===== src/rtl/ex_pkg.sv =====
// Shared encodings for the EX stage: ALU/muldiv op codes, branch types, forwarding selects
// and the multi-cycle sequencer states.
package ex_pkg;

  typedef enum logic [3:0] {
    OpAdd   = 4'd0,
    OpSub   = 4'd1,
    OpAnd   = 4'd2,
    OpOr    = 4'd3,
    OpXor   = 4'd4,
    OpSll   = 4'd5,
    OpSrl   = 4'd6,
    OpSra   = 4'd7,
    OpSlt   = 4'd8,
    OpSltu  = 4'd9,
    OpMul   = 4'd10,
    OpMulhu = 4'd11,
    OpDivu  = 4'd12,
    OpRemu  = 4'd13
  } op_e;

  typedef enum logic [1:0] {
    BrNone = 2'd0,
    BrEq   = 2'd1,
    BrNe   = 2'd2,
    BrLtu  = 2'd3
  } br_e;

  typedef enum logic [1:0] {
    FwdReg  = 2'd0,
    FwdMem  = 2'd1,
    FwdWb   = 2'd2,
    FwdReg2 = 2'd3
  } fwd_e;

  typedef enum logic [1:0] {
    StIdle = 2'd0,
    StRun  = 2'd1,
    StDone = 2'd2
  } md_state_e;

  function automatic logic is_muldiv(input logic [3:0] op);
    return (op >= 4'd10) && (op <= 4'd13);
  endfunction

endpackage


===== src/rtl/muldiv_seq.sv =====
// Iterative unsigned multiply (shift-add) and restoring divide, one bit per cycle for XLEN
// cycles, with a start/done handshake that holds the result in DONE until the slot is free.
module muldiv_seq
  import ex_pkg::*;
#(
  parameter int unsigned XLEN = 32
) (
  input  logic            clk_i,
  input  logic            rst_ni,
  input  logic            start_i,
  input  op_e             op_i,
  input  logic [XLEN-1:0] a_i,
  input  logic [XLEN-1:0] b_i,
  input  logic            slot_free_i,
  output logic            busy_o,
  output logic            done_o,
  output logic [XLEN-1:0] result_o
);

  localparam int unsigned CntW = $clog2(XLEN);

  md_state_e       state_q;
  logic [CntW-1:0] cnt_q;
  logic [XLEN-1:0] hi_q, lo_q, b_q;
  logic [XLEN-1:0] hi_d, lo_d;
  logic            is_div_q, sel_hi_q;
  logic [XLEN:0]   mul_sum, div_trial;

  // {hi,lo} is the product register for multiply and {remainder,quotient} for divide.
  // A zero divisor never fails the trial subtract, giving all-ones quotient and
  // remainder equal to the dividend without special casing.
  always_comb begin
    mul_sum   = {1'b0, hi_q} + (lo_q[0] ? {1'b0, b_q} : '0);
    div_trial = {hi_q, lo_q[XLEN-1]} - {1'b0, b_q};
    if (is_div_q) begin
      if (!div_trial[XLEN]) begin
        hi_d = div_trial[XLEN-1:0];
        lo_d = {lo_q[XLEN-2:0], 1'b1};
      end else begin
        hi_d = {hi_q[XLEN-2:0], lo_q[XLEN-1]};
        lo_d = {lo_q[XLEN-2:0], 1'b0};
      end
    end else begin
      hi_d = mul_sum[XLEN:1];
      lo_d = {mul_sum[0], lo_q[XLEN-1:1]};
    end
  end

  always_ff @(posedge clk_i or negedge rst_ni) begin
    if (!rst_ni) begin
      state_q  <= StIdle;
      cnt_q    <= '0;
      hi_q     <= '0;
      lo_q     <= '0;
      b_q      <= '0;
      is_div_q <= 1'b0;
      sel_hi_q <= 1'b0;
    end else begin
      unique case (state_q)
        StIdle: begin
          if (start_i) begin
            state_q  <= StRun;
            cnt_q    <= CntW'(XLEN - 1);
            hi_q     <= '0;
            lo_q     <= a_i;
            b_q      <= b_i;
            is_div_q <= op_i inside {OpDivu, OpRemu};
            sel_hi_q <= op_i inside {OpMulhu, OpRemu};
          end
        end
        StRun: begin
          hi_q <= hi_d;
          lo_q <= lo_d;
          if (cnt_q == '0) begin
            state_q <= StDone;
          end else begin
            cnt_q <= cnt_q - CntW'(1);
          end
        end
        StDone: begin
          if (slot_free_i) begin
            state_q <= StIdle;
          end
        end
        default: state_q <= StIdle;
      endcase
    end
  end

  assign busy_o   = (state_q != StIdle);
  assign done_o   = (state_q == StDone) && slot_free_i;
  assign result_o = sel_hi_q ? hi_q : lo_q;

endmodule


===== src/rtl/ex_muldiv.sv =====
// EX pipeline stage: operand forwarding, single-cycle ALU and branch compare, plus an
// iterative mul/div unit, all feeding one valid/ready output register toward MEM.
module ex_muldiv
  import ex_pkg::*;
#(
  parameter int unsigned XLEN   = 32,
  parameter int unsigned CTRL_W = 8
) (
  input  logic              clk,
  input  logic              reset,
  input  logic              in_valid,
  output logic              in_ready,
  input  logic [3:0]        op_sel,
  input  logic              src_b_imm,
  input  logic [1:0]        br_type,
  input  logic [XLEN-1:0]   reg_a,
  input  logic [XLEN-1:0]   reg_b,
  input  logic [XLEN-1:0]   imm,
  input  logic [XLEN-1:0]   pc,
  input  logic [XLEN-1:0]   wb_data,
  input  logic [1:0]        fwd_a_sel,
  input  logic [1:0]        fwd_b_sel,
  input  logic [CTRL_W-1:0] ctrl_in,
  output logic              out_valid,
  input  logic              out_ready,
  output logic [XLEN-1:0]   alu_out,
  output logic [XLEN-1:0]   reg_b_out,
  output logic [XLEN-1:0]   add_pc_out,
  output logic              branch_out,
  output logic [CTRL_W-1:0] ctrl_out,
  output logic              busy
);

  localparam int unsigned ShW = $clog2(XLEN);

  logic              out_valid_q, out_valid_d;
  logic [XLEN-1:0]   alu_q, alu_d, regb_q, regb_d, addpc_q, addpc_d;
  logic              br_q, br_d;
  logic [CTRL_W-1:0] ctrl_q, ctrl_d;

  // Side information parked while the iterative unit works.
  logic [XLEN-1:0]   md_regb_q, md_regb_d, md_pc_q, md_pc_d;
  logic              md_br_q, md_br_d;
  logic [CTRL_W-1:0] md_ctrl_q, md_ctrl_d;

  logic [XLEN-1:0] fwd_a, fwd_b, op_b, alu_res, add_pc, md_result;
  logic [ShW-1:0]  shamt;
  logic            br_taken, slot_free, accept, is_md, md_busy, md_done;

  always_comb begin
    case (fwd_e'(fwd_a_sel))
      FwdMem:  fwd_a = alu_q;
      FwdWb:   fwd_a = wb_data;
      default: fwd_a = reg_a;
    endcase
    case (fwd_e'(fwd_b_sel))
      FwdMem:  fwd_b = alu_q;
      FwdWb:   fwd_b = wb_data;
      default: fwd_b = reg_b;
    endcase
    op_b   = src_b_imm ? imm : fwd_b;
    shamt  = op_b[ShW-1:0];
    add_pc = pc + imm;

    case (op_e'(op_sel))
      OpAdd:   alu_res = fwd_a + op_b;
      OpSub:   alu_res = fwd_a - op_b;
      OpAnd:   alu_res = fwd_a & op_b;
      OpOr:    alu_res = fwd_a | op_b;
      OpXor:   alu_res = fwd_a ^ op_b;
      OpSll:   alu_res = fwd_a << shamt;
      OpSrl:   alu_res = fwd_a >> shamt;
      OpSra:   alu_res = $signed(fwd_a) >>> shamt;
      OpSlt:   alu_res = {{(XLEN-1){1'b0}}, $signed(fwd_a) < $signed(op_b)};
      OpSltu:  alu_res = {{(XLEN-1){1'b0}}, fwd_a < op_b};
      default: alu_res = '0;
    endcase

    case (br_e'(br_type))
      BrEq:    br_taken = (fwd_a == op_b);
      BrNe:    br_taken = (fwd_a != op_b);
      BrLtu:   br_taken = (fwd_a < op_b);
      default: br_taken = 1'b0;
    endcase
  end

  assign slot_free = !out_valid_q || out_ready;
  assign in_ready  = !md_busy && slot_free;
  assign accept    = in_valid && in_ready;
  assign is_md     = is_muldiv(op_sel);

  muldiv_seq #(
    .XLEN (XLEN)
  ) u_muldiv_seq (
    .clk_i       (clk),
    .rst_ni      (reset),
    .start_i     (accept && is_md),
    .op_i        (op_e'(op_sel)),
    .a_i         (fwd_a),
    .b_i         (op_b),
    .slot_free_i (slot_free),
    .busy_o      (md_busy),
    .done_o      (md_done),
    .result_o    (md_result)
  );

  always_comb begin
    out_valid_d = out_valid_q;
    alu_d       = alu_q;
    regb_d      = regb_q;
    addpc_d     = addpc_q;
    br_d        = br_q;
    ctrl_d      = ctrl_q;
    md_regb_d   = md_regb_q;
    md_pc_d     = md_pc_q;
    md_br_d     = md_br_q;
    md_ctrl_d   = md_ctrl_q;

    if (accept && is_md) begin
      md_regb_d = fwd_b;
      md_pc_d   = add_pc;
      md_br_d   = br_taken;
      md_ctrl_d = ctrl_in;
    end

    // md_done only occurs while busy, so it can never coincide with an accept.
    if (accept && !is_md) begin
      out_valid_d = 1'b1;
      alu_d       = alu_res;
      regb_d      = fwd_b;
      addpc_d     = add_pc;
      br_d        = br_taken;
      ctrl_d      = ctrl_in;
    end else if (md_done) begin
      out_valid_d = 1'b1;
      alu_d       = md_result;
      regb_d      = md_regb_q;
      addpc_d     = md_pc_q;
      br_d        = md_br_q;
      ctrl_d      = md_ctrl_q;
    end else if (out_ready) begin
      out_valid_d = 1'b0;
    end
  end

  always_ff @(posedge clk or negedge reset) begin
    if (!reset) begin
      out_valid_q <= 1'b0;
      alu_q       <= '0;
      regb_q      <= '0;
      addpc_q     <= '0;
      br_q        <= 1'b0;
      ctrl_q      <= '0;
      md_regb_q   <= '0;
      md_pc_q     <= '0;
      md_br_q     <= 1'b0;
      md_ctrl_q   <= '0;
    end else begin
      out_valid_q <= out_valid_d;
      alu_q       <= alu_d;
      regb_q      <= regb_d;
      addpc_q     <= addpc_d;
      br_q        <= br_d;
      ctrl_q      <= ctrl_d;
      md_regb_q   <= md_regb_d;
      md_pc_q     <= md_pc_d;
      md_br_q     <= md_br_d;
      md_ctrl_q   <= md_ctrl_d;
    end
  end

  assign out_valid  = out_valid_q;
  assign alu_out    = alu_q;
  assign reg_b_out  = regb_q;
  assign add_pc_out = addpc_q;
  assign branch_out = br_q;
  assign ctrl_out   = ctrl_q;
  assign busy       = md_busy;

endmodule

===== config.mk =====
export PLATFORM = sky130hd
export DESIGN_NAME = ex_muldiv
export DESIGN_NICKNAME = d
export VERILOG_FILES = /design/src/rtl/ex_pkg.sv /design/src/rtl/muldiv_seq.sv /design/src/rtl/ex_muldiv.sv
export SDC_FILE = /design/constraint.sdc
export NUM_CORES = 1
export LEC_CHECK = 0
export BUFFER_PORTS_ARGS = -buffer_cell sky130_fd_sc_hd__buf_2
export CORE_AREA = 2 2 337 339
export CTS_BUF_LIST = sky130_fd_sc_hd__clkbuf_2 sky130_fd_sc_hd__clkbuf_4 sky130_fd_sc_hd__clkbuf_8
export CTS_CLUSTER_SIZE = 25
export DETAILED_ROUTE_END_ITERATION = 12
export DIE_AREA = 0 0 339 341
export GPL_TIMING_DRIVEN = 0
export PLACE_DENSITY = 0.42
export SYNTH_ARGS = -nofsm -noshare
export SYNTH_HDL_FRONTEND = slang
export SYNTH_HIERARCHICAL = 1
export SYNTH_SLANG_ARGS = --single-unit

===== constraint.sdc =====
create_clock -name clk -period 12.1 [get_ports clk]
set_input_delay 0.605 -clock clk [delete_from_list [all_inputs] [get_ports clk]]
set_output_delay 0.605 -clock clk [all_outputs]
set_load 0.02 [all_outputs]

# Yosys cells after proc, flatten, opt, wreduce, memory -nomap -nowiden
# Cells that the tools add are included.
[totals]
ff_bits = 284
mem_count = 0
wordCells = 118
output_inout_bits = 108
ramBits = 0
latch_bits = 0
in_bits = 183
mem_bits_ro = 0
[op_classes]
div = 0
muxes = 35
n_lt_le_gt_ge = 4
shift = 3
addsub = 6
n_bitwise = 3
multipliers = 0
reduce_logical = 23
eq_ne = 27
[op_table]
columns = ["op", "count"]
rows = [
  ["$mux W32", 14],
  ["$pmux W32 S10", 1],
  ["$pmux W32 S2", 4],
  ["$add A32 B32 Y32", 2],
  ["$lt A32 B32 Y1", 2],
  ["$add A32 B33 Y33", 1],
  ["$sub A33 B32 Y33", 1],
  ["$and A32 B32 Y32", 1],
  ["$eq A32 B32 Y1", 1],
  ["$ne A32 B32 Y1", 1],
  ["$or A32 B32 Y32", 1],
  ["$shl A32 B5 Y32", 1],
  ["$shr A32 B5 Y32", 1],
  ["$sshr A32 B5 Y32", 1],
  ["$sub A32 B32 Y32", 1],
  ["$xor A32 B32 Y32", 1],
  ["$eq A4 B4 Y1 const B", 5],
  ["$eq A4 B3 Y1 const B", 4],
  ["$mux W8", 2],
  ["$eq A2 B2 Y1 const B", 5],
  ["$mux W5", 2],
  ["$pmux W5 S2", 1],
  ["$reduce_bool A2 Y1", 5],
  ["$eq A2 B1 Y1 const B", 4],
  ["other kinds (20)", 39],
]

# Longest topological paths before layout
# Gate-level depths: netlist (run 1).
[logic_depth]
word_depth = 7
depth_mapped = 22
ltp_nobuf = 18

# Modules after synthesis
# Netlist (run 1), hierarchy kept.
[modules_own_cells]
columns = ["module", "area_each_um2", "n_inst", "cells_each"]
rows = [
  ["ex_muldiv", 18845.6, 1, 2489],
  ["muldiv_seq", 8966.1, 1, 1104],
]

# Worst setup path before layout (run 1)
# OpenSTA, ideal clock, no wires.
[synth_path]
path_kind = "input to register"
start = "input port fwd_b_sel[0]"
end = "register alu_q[24] (netlist: alu_out[24])"
t_arrival_ns = 4.878
path_stages = 21
path_buffers = 6
t_required_ns = 12.031
setup_slack_ns = 7.153
cell_sequence = "inv_1 > ha_1 > buf_2 > a221oi_1 > o31a_1 > clkbuf_1 > buf_2 > clkbuf_1 > clkbuf_1 > ha_1 > clkbuf_1 > o21ba_2 > nor4b_1 > nor4bb_1 > o31ai_1 > and4_1 > o21bai_1 > a21oi_1 > o21a_1 > or4_1 > nand3_1"
[synth_via]
elab_chain_cells = 6
word_cells_on_any_way = 14
classes_between = "add/sub: 2; eq/ne: 2; shift: 3; mux: 4; bitwise: 3"
[synth_rtl]
columns = ["element", "line", "source"]
rows = [
  ["start: declaration", "ex_muldiv.sv:22", "input logic [1:0] fwd_b_sel,"],
  ["$eq A2 B2 Y1 or $eq A2 B1 Y1 (tied branches)", "ex_muldiv.sv:56", "case (fwd_e'(fwd_b_sel))"],
  ["$pmux W32 S2 (*)", "ex_muldiv.sv:56", ""],
  ["$mux W32 (*)", "ex_muldiv.sv:61", "op_b = src_b_imm ? imm : fwd_b;"],
  ["$sub A32 B32 Y32, or another cell as far along", "ex_muldiv.sv:67", "OpSub: alu_res = fwd_a - op_b;"],
  ["$pmux W32 S10 (*)", "ex_muldiv.sv:65", "case (op_e'(op_sel))"],
  ["$mux W32 (*)", "ex_muldiv.sv:127", "if (accept && !is_md) begin"],
  ["end signal: assignment", "ex_muldiv.sv:160", "alu_q <= alu_d;"],
  ["end: declaration", "ex_muldiv.sv:37", "logic [XLEN-1:0] alu_q, alu_d, regb_q, regb_d, addpc_q, addpc_d;"],
]
# Mark *: on every way between the ends. The rest lies on a longest branch, timed or not.
# A chain may end at the register's enable or synchronous reset.

# Worst setup path in the final report (run 1)
[layout_path]
start = "input port fwd_b_sel[0]"
end = "register br_q (netlist: branch_out)"
[layout_via]
elab_chain_cells = 6
word_cells_on_any_way = 9
classes_between = "order compare: 1; eq/ne: 4; mux: 4"
[layout_rtl]
columns = ["element", "line", "source"]
rows = [
  ["$eq A2 B2 Y1 or $eq A2 B1 Y1 (tied branches)", "ex_muldiv.sv:56", ""],
  ["$pmux W32 S2 (*)", "ex_muldiv.sv:56", ""],
  ["$mux W32 (*)", "ex_muldiv.sv:61", ""],
  ["via op_b[9]", "ex_muldiv.sv:46", "logic [XLEN-1:0] fwd_a, fwd_b, op_b, alu_res, add_pc, md_result;"],
  ["$lt A32 B32 Y1, or another cell as far along", "ex_muldiv.sv:82", "BrLtu: br_taken = (fwd_a < op_b);"],
  ["$pmux W1 S3 (*)", "ex_muldiv.sv:79", "case (br_e'(br_type))"],
  ["$mux W1 (*)", "ex_muldiv.sv:127", ""],
  ["end signal: assignment", "ex_muldiv.sv:163", "br_q <= br_d;"],
  ["end: declaration", "ex_muldiv.sv:38", "logic br_q, br_d;"],
]
# Mark *: on every way through the listed nets, which the timed path passes. The rest lies on a longest branch.

==> out/results.env, run 1 <==
YOSYSUNIQUECELLTYPES=95
STATUS='finished with violations'
ROUTE.FINAL.WIRE_LENGTH_UM=176000
GRT_START_MAX_NET_PINS=106
CLOCK_TREE_FROM_TRITONCTS='done'
CRIT_PATH_MAX_FANOUT=10
COMBINED_FLIP_FLOP_AND_LATCH_CELL_AREA_MM2=0.00711
FINAL.SETUP.TNS_PS=0
FINALNETCOUNT=4354
FINCLKSKEW_PS=64.2
SYNTH.NET_COUNT=3981
DETAILED_PLACE_HPWL_UM=144000
CTS_RESIZED=0
DETAIL_ROUTE.WL_PER_CELL_UM=31.9
NETSWITCHINGFRACTION_PCT=53.1
GP_ROUTABILITY_CONGESTION=1.01
DETAILED_PLACE.AREA_MM2=0.0314
SYNTH_LARGEST_AREA_CELL='sky130_fd_sc_hd__dfrtp_1'
SLEW_HEADROOM_PCT=-7.52
VIAS_IN_THE_FIRST_GLOBAL_ROUTE=30260
YS_SEQ_ELEMENTS=284
CELL_INTERNAL_PWR_W=0.00395
CLOCK_TREE.HTREE_LEVEL_COUNT=2
DATA_REQUIRED_TIME_AT_THE_WORST_ENDPOINT_PS=12660
POWER.STATIC_LEAKAGE_nW=14.2
ANTENNA_FOUND_INITIAL=26
P_PER_AREA_mW_PER_MM2=256
SYNTH-SIMPLE-AREA-SHARE_PCT=18.0
MAIN_COMBINATIONAL_CELL_FAMILY_BY_AREA_AFTER_SYNTHESIS='compound AO/OA/AOI/OAI gates'
DRC=0
CLKPWRFRAC_PCT=14.1
SYN2LAYOUT_AREA_GROWTH_PCT=17.9
POST_SYNTH_INST_COUNT=3593
CLKSINKCOUNT=284
SYNTH_XOR_AREA_SHARE_PCT=3.37
CRITICAL_PATH_CAPTURE_POINT_TYPE='register'
SYNTH_MUX_AREA_SHARE_PCT=8.74
POSTLAYOUTCELLAREA_MM2=0.0328
CTS.PATH.MAX_BUFFERS=3
TIMING.FINAL.SETUP_VIOLATIONS=0
FMAX_MHz=133
POSTSYNTH.TOPFLOPCELL='sky130_fd_sc_hd__dfrtp_1'
FAILED_CHECKS='capacitance limit, slew limit'
CAP_VIOLATIONS=4
MAX-VDD-IR-DROP_mV=0.108
REPORT.FINAL.HOLD_VIOL_COUNT=0
WORST-SETUP-PATH-TYPE='in -> reg'
CRITICAL_PATH_ARRIVAL_PS=8050
AVGVIACOUNTPERCELL=5.65
SYNTH_COMPOUND_AREA_SHARE_PCT=29.2
ROWS=123
GRT_PASS1_WL_UM=243000
NUMCTSBUFFERS=58
LAYOUT_MIN_CYCLE_TIME_PS=7490
NUM_IO_PINS=291
RSZ0062_AT_GRT='no'
POST_SYNTHESIS_INSTANCE_AREA_MM2=0.0278
SEQ_POWER_SHARE_PCT=23.3
YOSYSTOPAREACELLSHARE_PCT=25.6
TIMING.HOLD.WORST.CLASS='in -> reg'
EFFECTIVE_UTILIZATION_AT_FLOORPLAN_PCT=24.9
DIE-WIDTH_UM=339
CLOCK-ROOT-BUFFER='sky130_fd_sc_hd__clkbuf_8'
SYNTH_FA_HA_AREA_SHARE_PCT=9.36
GLOBAL_ROUTE.USAGE.TOTAL_PCT=29.4
SYNTHTOPCELLSBYAREA='sky130_fd_sc_hd__dfrtp_1 26%, sky130_fd_sc_hd__ha_1 9.0%, sky130_fd_sc_hd__nand2_1 7.0%'
FINAL.FILL_COUNT=12382
CLOCK_INSERTION_DELAY_WORST_SKEW_PS=760
REPORT.FINAL.SLEW_VIOL_COUNT=5
SYNTH-SEQ-AREA-SHARE_PCT=25.6
MULTI_INPUT_COMB_AREA_MM2=0.0191
CLK_PIN_SLEW_WORST_PATHS_PS=60
DIE_HEIGHT_UM=341
CORE_MM2=0.112
POST_ROUTE_CELLS_DRIVE_ABOVE_1_SHARE_PCT=13.6
DIE_AREA_MM2=0.116
WORSTSETUPSTARTPOINTTYPE='input pin'
SYN-MEAN-INSTANCE-AREA_UM2=7.74
GLOBAL_ROUTE.OVERFLOW_TOTAL=0
YOSYS_WARNINGS=6
POWER.NET_SWITCHING_W=0.00446
INITIALDRTVIOLATIONCOUNT=3458
SYNTH_ENABLE_FLOP_CELLS=0
FIN_CRIT_SH_PCT=61.9
ASYNC_RESET_FF_SHARE_PCT=100
COMB_POWER_SHARE_PCT=62.6
ROUTE.VIAS.TOTAL=31195
COUNT_OF_INPUT_AND_OUTPUT_BUFFERS=290
ROUTE.ANTENNA.REMAINING_NETS=0
DETAIL_ROUTE.FIRST_PASS.ITERATIONS=5
TIGHTESTPINTRANSITION_PS=1600
==> state kept, by name (all words and copies together) (netlist names) <==
name                   flops
md_ctrl_q                  8
branch_out                 1
u_muldiv_seq/cnt_q         5
ctrl_out                   8
u_muldiv_seq/is_div_q      1
reg_b_out                 32
u_muldiv_seq/lo_q         32
alu_out                   32
u_muldiv_seq/state_q       2
out_valid                  1
u_muldiv_seq/b_q          32
add_pc_out                32
u_muldiv_seq/hi_q         32
md_regb_q                 32
md_br_q                    1
u_muldiv_seq/sel_hi_q      1
md_pc_q                   32
==> per-stage QoR <==
stage               util [%]  hold slack (ps)  setup slack [ps]  std cells  total power [W]
floorplan                  -              309              7150       3593          0.00513
global placement        27.8              463              3520       5383          0.00712
detailed placement      28.1              435              4070       5404          0.00710
CTS                     29.3             42.5              4830       5509          0.00834
global route            29.3             95.1              4550       5518          0.00895
finish                  29.3              102              4610       5522          0.00841
==> critical path, stage by stage <==
cell,delay [ps]
sky130_fd_sc_hd__buf_2,90
sky130_fd_sc_hd__inv_1,40
sky130_fd_sc_hd__ha_1,260
sky130_fd_sc_hd__buf_2,220
sky130_fd_sc_hd__clkbuf_1,460
sky130_fd_sc_hd__clkbuf_1,670
sky130_fd_sc_hd__a221o_1,420
sky130_fd_sc_hd__o21ai_0,230
sky130_fd_sc_hd__o21ai_0,1020
sky130_fd_sc_hd__ha_1,480
sky130_fd_sc_hd__or4_1,650
sky130_fd_sc_hd__nor3_1,280
sky130_fd_sc_hd__nor3b_1,510
sky130_fd_sc_hd__o21bai_1,320
sky130_fd_sc_hd__a21boi_1,330
sky130_fd_sc_hd__o21a_1,280
sky130_fd_sc_hd__a21oi_1,170
sky130_fd_sc_hd__o221a_2,350
sky130_fd_sc_hd__o21ai_1,510
sky130_fd_sc_hd__a21oi_1,140
==> power groups by stage <==
stage | Sequential [W] | Clock (W) | Combinational (W)
finish | 0.00196 | 0.00119 | 0.00526
CTS | 0.00194 | 0.00122 | 0.00518
floorplan | 0.00187 | 0 | 0.00326
global placement | 0.00195 | 0 | 0.00517
detailed placement | 0.00195 | 0 | 0.00515
global route | 0.00199 | 0.00126 | 0.00570
==> synth_stat cells (40+ instances only) <==
master / instances
sky130_fd_sc_hd__nand2_1: 519
sky130_fd_sc_hd__o21ai_0: 305
sky130_fd_sc_hd__dfrtp_1: 284
sky130_fd_sc_hd__a21oi_1: 254
sky130_fd_sc_hd__nor2_1: 210
sky130_fd_sc_hd__ha_1: 200
sky130_fd_sc_hd__clkbuf_1: 192
sky130_fd_sc_hd__mux2i_1: 181
sky130_fd_sc_hd__inv_1: 157
sky130_fd_sc_hd__a211oi_1: 123
sky130_fd_sc_hd__nor2b_1: 96
sky130_fd_sc_hd__xnor2_1: 65
sky130_fd_sc_hd__a22oi_1: 61
sky130_fd_sc_hd__a31oi_1: 60
sky130_fd_sc_hd__a21o_1: 59
sky130_fd_sc_hd__o21ai_1: 58
sky130_fd_sc_hd__mux2_2: 54
sky130_fd_sc_hd__and2_1: 53
sky130_fd_sc_hd__nand3_1: 45
sky130_fd_sc_hd__xor2_1: 42
sky130_fd_sc_hd__o21a_1: 41
sky130_fd_sc_hd__a221o_1: 40
sky130_fd_sc_hd__nor3_1: 40
==> cell type report <==
| cell class | count | area share [%] |
|---|---|---|
| Antenna cell | 12 | 0.0916 |
| Buffer | 246 | 3.04 |
| Clock buffer | 89 | 3.43 |
| Clock inverter | 15 | 0.588 |
| Inverter | 163 | 1.87 |
| Multi-Input combinational cell | 2900 | 58.4 |
| Sequential cell | 284 | 21.7 |
| Tap cell | 1500 | 5.72 |
| Timing Repair Buffer | 313 | 5.23 |
==> cells by family (layout without fill, tap and decap cells) <==
kind of cell,Yosys count,after routing
compound gates,1255,1255
xor+xnor,107,107
fa+ha+maj,205,205
buf+inv,409,826
flops,284,284
mux,236,236
other cells,0,12
simple gates,1097,1097
==> layer usage <==
| layer | up-vias | part of all wire, % | track usage (%) |
|---|---|---|---|
| li1 | 13828 | - | - |
| met1 | 15465 | 44 | 40.8 |
| met2 | 1519 | 43 | 44.1 |
| met3 | 377 | 7.5 | 4.82 |
| met4 | 6 | 5.6 | 14.5 |
| met5 | - | 0.027 | 0 |
==> final timing paths <==
check | slack (ps) | depth (start not counted) | from | endpoint
worst max-delay path | 4610 | 20 | fwd_b_sel[0] | branch_out
worst min-delay path | 100 | 3 | ctrl_in[2] | md_ctrl_q[2]
worst max register to register | 4940 | 16 | alu_out[3] | branch_out
worst min register to register | 480 | 2 | md_regb_q[24] | md_regb_q[24]
max in group asynchronous | 10620 | 4 | reset | alu_out[8]
min in group asynchronous | 300 | 2 | reset | add_pc_out[19]
==> timing repair <==
item	CTS	global route
buffers inserted	0	0
hold endpoints to repair	12	0
hold buffers	1	0
==> placed cells by master (no fill, tap or decap), types with 157 or more instances in the layout <==
| cell | count |
|---|---|
| sky130_fd_sc_hd__clkbuf_1 | 191 |
| sky130_fd_sc_hd__mux2i_1 | 181 |
| sky130_fd_sc_hd__inv_1 | 157 |
| sky130_fd_sc_hd__o21ai_0 | 279 |
| sky130_fd_sc_hd__a21oi_1 | 254 |
| sky130_fd_sc_hd__dfrtp_1 | 284 |
| sky130_fd_sc_hd__nand2_1 | 519 |
| sky130_fd_sc_hd__buf_2 | 313 |
| sky130_fd_sc_hd__ha_1 | 200 |
| sky130_fd_sc_hd__nor2_1 | 210 |
Power figures use the tool's default switching activity.
==> run 2, diff against run 1 <==
PLACE_DENSITY = 0.44   (was 0.42)
clock period = 6.03 ns   (was 12.1 ns; I/O delays follow)
==> run 2 against run 1 <==
  * The run ends with capacitance limit, slew limit, setup timing left
  * Total power grew 100%
  * Via count about the same
  * Die area did not move
  * Register-to-register slack got worse by 4900 ps
  * Non-clock buffer count increased by 12
  * Count of clock-buffer cells in the layout fell by 1
  * Largest cell class unchanged
==> out/results.env, run 2 (synthesis results as in run 1) <==
CELL_INTERNAL_PWR_W=0.00795  # was 0.00395 W
DRC=0  # unchanged
VIAS_IN_THE_FIRST_GLOBAL_ROUTE=29751  # was 30260
GLOBAL_ROUTE.OVERFLOW_TOTAL=0  # unchanged
TIMING.FINAL.SETUP_VIOLATIONS=1  # was 0
CRIT_PATH_MAX_FANOUT=10  # unchanged
DIE-WIDTH_UM=339  # unchanged
TOTAL_BUFFERS_AND_INVERTERS_TRAVERSED_BY_THE_CRITICAL_PATH=5  # unchanged
TIMING.HOLD.WORST.CLASS='in -> reg'  # unchanged
TIMING.CRITICAL_PATH.CELLS='buf_2 > inv_1 > ha_1 > clkbuf_1 > clkbuf_2 > a221o_1 > o21ai_0 > o21ai_0 > ha_1 > clkbuf_1 > nor2_1 > nand3_1 > nor3_1 > nand3_1 > mux2_2 > o21ai_0 > o21ai_1 > a21oi_1'  # was buf_2 > inv_1 > ha_1 > buf_2 > clkbuf_1 > clkbuf_1 > a221o_1 > o21ai_0 > o21ai_0 > ha_1 > or4_1 > nor3_1 > nor3b_1 > o21bai_1 > a21boi_1 > o21a_1 > a21oi_1 > o221a_2 > o21ai_1 > a21oi_1
STATUS='finished with violations'  # unchanged
CP_SLOWEST_STAGE_DELAY_PS=850  # was 1020 ps
POWER.STATIC_LEAKAGE_nW=14.3  # was 14.2 nW
DATA_REQUIRED_TIME_AT_THE_WORST_ENDPOINT_PS=6580  # was 12660 ps
CLK_PIN_SLEW_WORST_PATHS_PS=60  # about the same
REPORT.FINAL.HOLD_VIOL_COUNT=0  # unchanged
CRITICAL_PATH_ARRIVAL_PS=6610  # was 8050 ps
NUMCTSBUFFERS=57  # was 58
FINCLKSKEW_PS=53.0  # was 64.2 ps
GRT_PASS1_WL_UM=236000  # was 243000 um
CLOCK_TREE.HTREE_LEVEL_COUNT=2  # unchanged
CELL_FAMILY_WITH_THE_LARGEST_SHARE_OF_CRITICAL_PATH_DELAY='compound AO/OA/AOI/OAI gates'  # unchanged
GLOBAL_ROUTE.USAGE.TOTAL_PCT=28.4  # was 29.4%
DETAIL_ROUTE.WL_PER_CELL_UM=30.8  # was 31.9 um
ROWS=123  # unchanged
MAX-VDD-IR-DROP_mV=0.257  # was 0.108 mV
COUNT_OF_INPUT_AND_OUTPUT_BUFFERS=290  # unchanged
DETAIL_ROUTE.FIRST_PASS.ITERATIONS=6  # was 5
CPMAXSTAGEDELAYCELL='sky130_fd_sc_hd__o21ai_0'  # unchanged
HIGHEST_COUNT_CELLS_IN_THE_LAYOUT_IGNORING_FILL_AND_TAPS='519 x sky130_fd_sc_hd__nand2_1, 311 x sky130_fd_sc_hd__buf_2, 284 x sky130_fd_sc_hd__dfrtp_1'  # was 519 x sky130_fd_sc_hd__nand2_1, 313 x sky130_fd_sc_hd__buf_2, 284 x sky130_fd_sc_hd__dfrtp_1
CRIT-REG2REG-LAUNCH='u_muldiv_seq/state_q[0]'  # was alu_out[3]
CLKPWRFRAC_PCT=14.4  # was 14.1%
MOSTFREQUENTLAYOUTCELL='sky130_fd_sc_hd__nand2_1'  # unchanged
CLOCK_TREE_FROM_TRITONCTS='done'  # unchanged
CP_MOST_FREQUENT_CELL='sky130_fd_sc_hd__o21ai_0'
REPORT.FINAL.SLEW_VIOL_COUNT=7  # was 5
CTS.PATH.MAX_BUFFERS=3  # unchanged
ROUTE.FINAL.WIRE_LENGTH_UM=170000  # was 176000 um
DETAILED_PLACE_HPWL_UM=141000  # was 144000 um
WORST-SETUP-PATH-TYPE='in -> reg'  # unchanged
POST_ROUTE_CELLS_DRIVE_ABOVE_1_SHARE_PCT=14.0  # was 13.6%
ROUTE.ANTENNA.REMAINING_NETS=0  # unchanged
GP_ROUTABILITY_CONGESTION=1.04  # was 1.01
CLKSINKCOUNT=284  # unchanged
INITIALDRTVIOLATIONCOUNT=3589  # was 3458
CLOCK_INSERTION_DELAY_WORST_SKEW_PS=740  # was 760 ps
WORSTSETUPSTARTPOINTTYPE='input pin'  # unchanged
SLEW_HEADROOM_PCT=-2.92  # was -7.52%
FINAL.FILL_COUNT=12371  # was 12382
P_PER_AREA_mW_PER_MM2=511  # was 256 mW/mm2
CORE_MM2=0.112  # unchanged
FAILED_CHECKS='capacitance limit, slew limit, setup timing'  # was capacitance limit, slew limit
DETAILED_PLACE.AREA_MM2=0.0314  # about the same
NUM_IO_PINS=291  # unchanged
COMB_POWER_SHARE_PCT=62.4  # was 62.6%
RSZ0062_AT_GRT='no'  # unchanged
CLOCK-ROOT-BUFFER='sky130_fd_sc_hd__clkbuf_8'  # unchanged
POST-ROUTE-WORST-SETUP-SLACK_PS=-24.8  # was 4610 ps
GRT_START_MAX_NET_PINS=104  # was 106
FIN_CRIT_SH_PCT=100
TIGHTESTPINTRANSITION_PS=1530  # was 1600 ps
DIE_AREA_MM2=0.116  # unchanged
SETUP.WORST_PATH.START='fwd_b_sel[0]'  # unchanged
ROUTE.VIAS.TOTAL=31205  # was 31195
DIE_HEIGHT_UM=341  # unchanged
POWER.NET_SWITCHING_W=0.00892  # was 0.00446 W
SEQ_POWER_SHARE_PCT=23.2  # was 23.3%
HOLD_START='in_valid'  # was ctrl_in[2]
POWER.TOTAL_W=0.0169  # was 0.00841 W
CAP_VIOLATIONS=1  # was 4
NETSWITCHINGFRACTION_PCT=52.9  # was 53.1%
ANTENNA_FOUND_INITIAL=19  # was 26
CTS_SETUP_BUFFERS=0  # unchanged
LAYOUT_MIN_CYCLE_TIME_PS=6050
SYN2LAYOUT_AREA_GROWTH_PCT=18.6  # was 17.9%
AVGVIACOUNTPERCELL=5.64  # was 5.65
POSTLAYOUTCELLAREA_MM2=0.0330  # was 0.0328 mm2
EFFECTIVE_UTILIZATION_AT_FLOORPLAN_PCT=24.9  # unchanged
FMAX_MHz=165
FINALNETCOUNT=4365  # was 4354
DP_SLACK_PS=-1550  # was 4070 ps
CRITICAL_PATH_CAPTURE_POINT_TYPE='register'  # unchanged
## run 2: final timing paths
path	to	slack, ps	depth (start not counted)
worst max-delay path	branch_out	-20	18
worst min-delay path	alu_out[25]	30	3
worst max register to register	add_pc_out[29]	50	9
worst min register to register	md_regb_q[14]	480	2
max in group asynchronous	u_muldiv_seq/lo_q[6]	4720	3
min in group asynchronous	add_pc_out[29]	210	2
## run 2: timing repair
| item | CTS | global route |
|---|---|---|
| resized for setup | 24 | 18 |
| endpoints found under the setup margin | 29 | 15 |
| cloned | 0 | 0 |
| hold buffers | 21 | 0 |
| endpoints found under the hold margin | 117 | 0 |
## run 2: per-stage QoR
step	util, %	std cells	hold slack, ps	setup TNS (ps)
final	29.5	5531	34.9	-24.8
after global routing	29.5	5529	59.1	0
after CTS	29.5	5527	4.16	0
after detailed placement	28.0	5402	394	-20100
after global placement	27.8	5383	463	-446770
after floorplan	-	3593	5.91	0
## run 2: routing by layer
layer	track usage (%)	vias up	part of all wire (%)
li1	-	13849	-
met1	39.6	15380	44
met2	42.5	1622	42
met3	4.69	346	7.8
met4	13.6	8	5.5
met5	0	-	0.030
## run 2: power by group through the flow
stage                     Combinational [W]  Sequential, W  Clock (W)
final                                0.0105        0.00391    0.00242
after global routing                 0.0114        0.00398    0.00255
after CTS                            0.0103        0.00387    0.00247
after detailed placement             0.0103        0.00389          0
after global placement               0.0103        0.00389          0
after floorplan                     0.00654        0.00376          0
## run 2: area by class of cell
type	count	area, um2	share of cell area, %
repair buffers	331	1870	5.67
multi-input cells	2900	19200	58.1
inverters	163	612	1.85
flip-flops and latches	284	7110	21.5
clock buffers	88	1140	3.44
plain buffers	240	990	3.00
diodes	6	15.0	0.0455
well taps	1500	1880	5.69
clock inverters	19	230	0.698
## run 2: worst reg2reg max path: cells and delay by family (launching register included)
kind	cells	cell delay, ps
compound gates	2	870
simple gates	3	1440
flops	1	400
buf+inv	4	3070
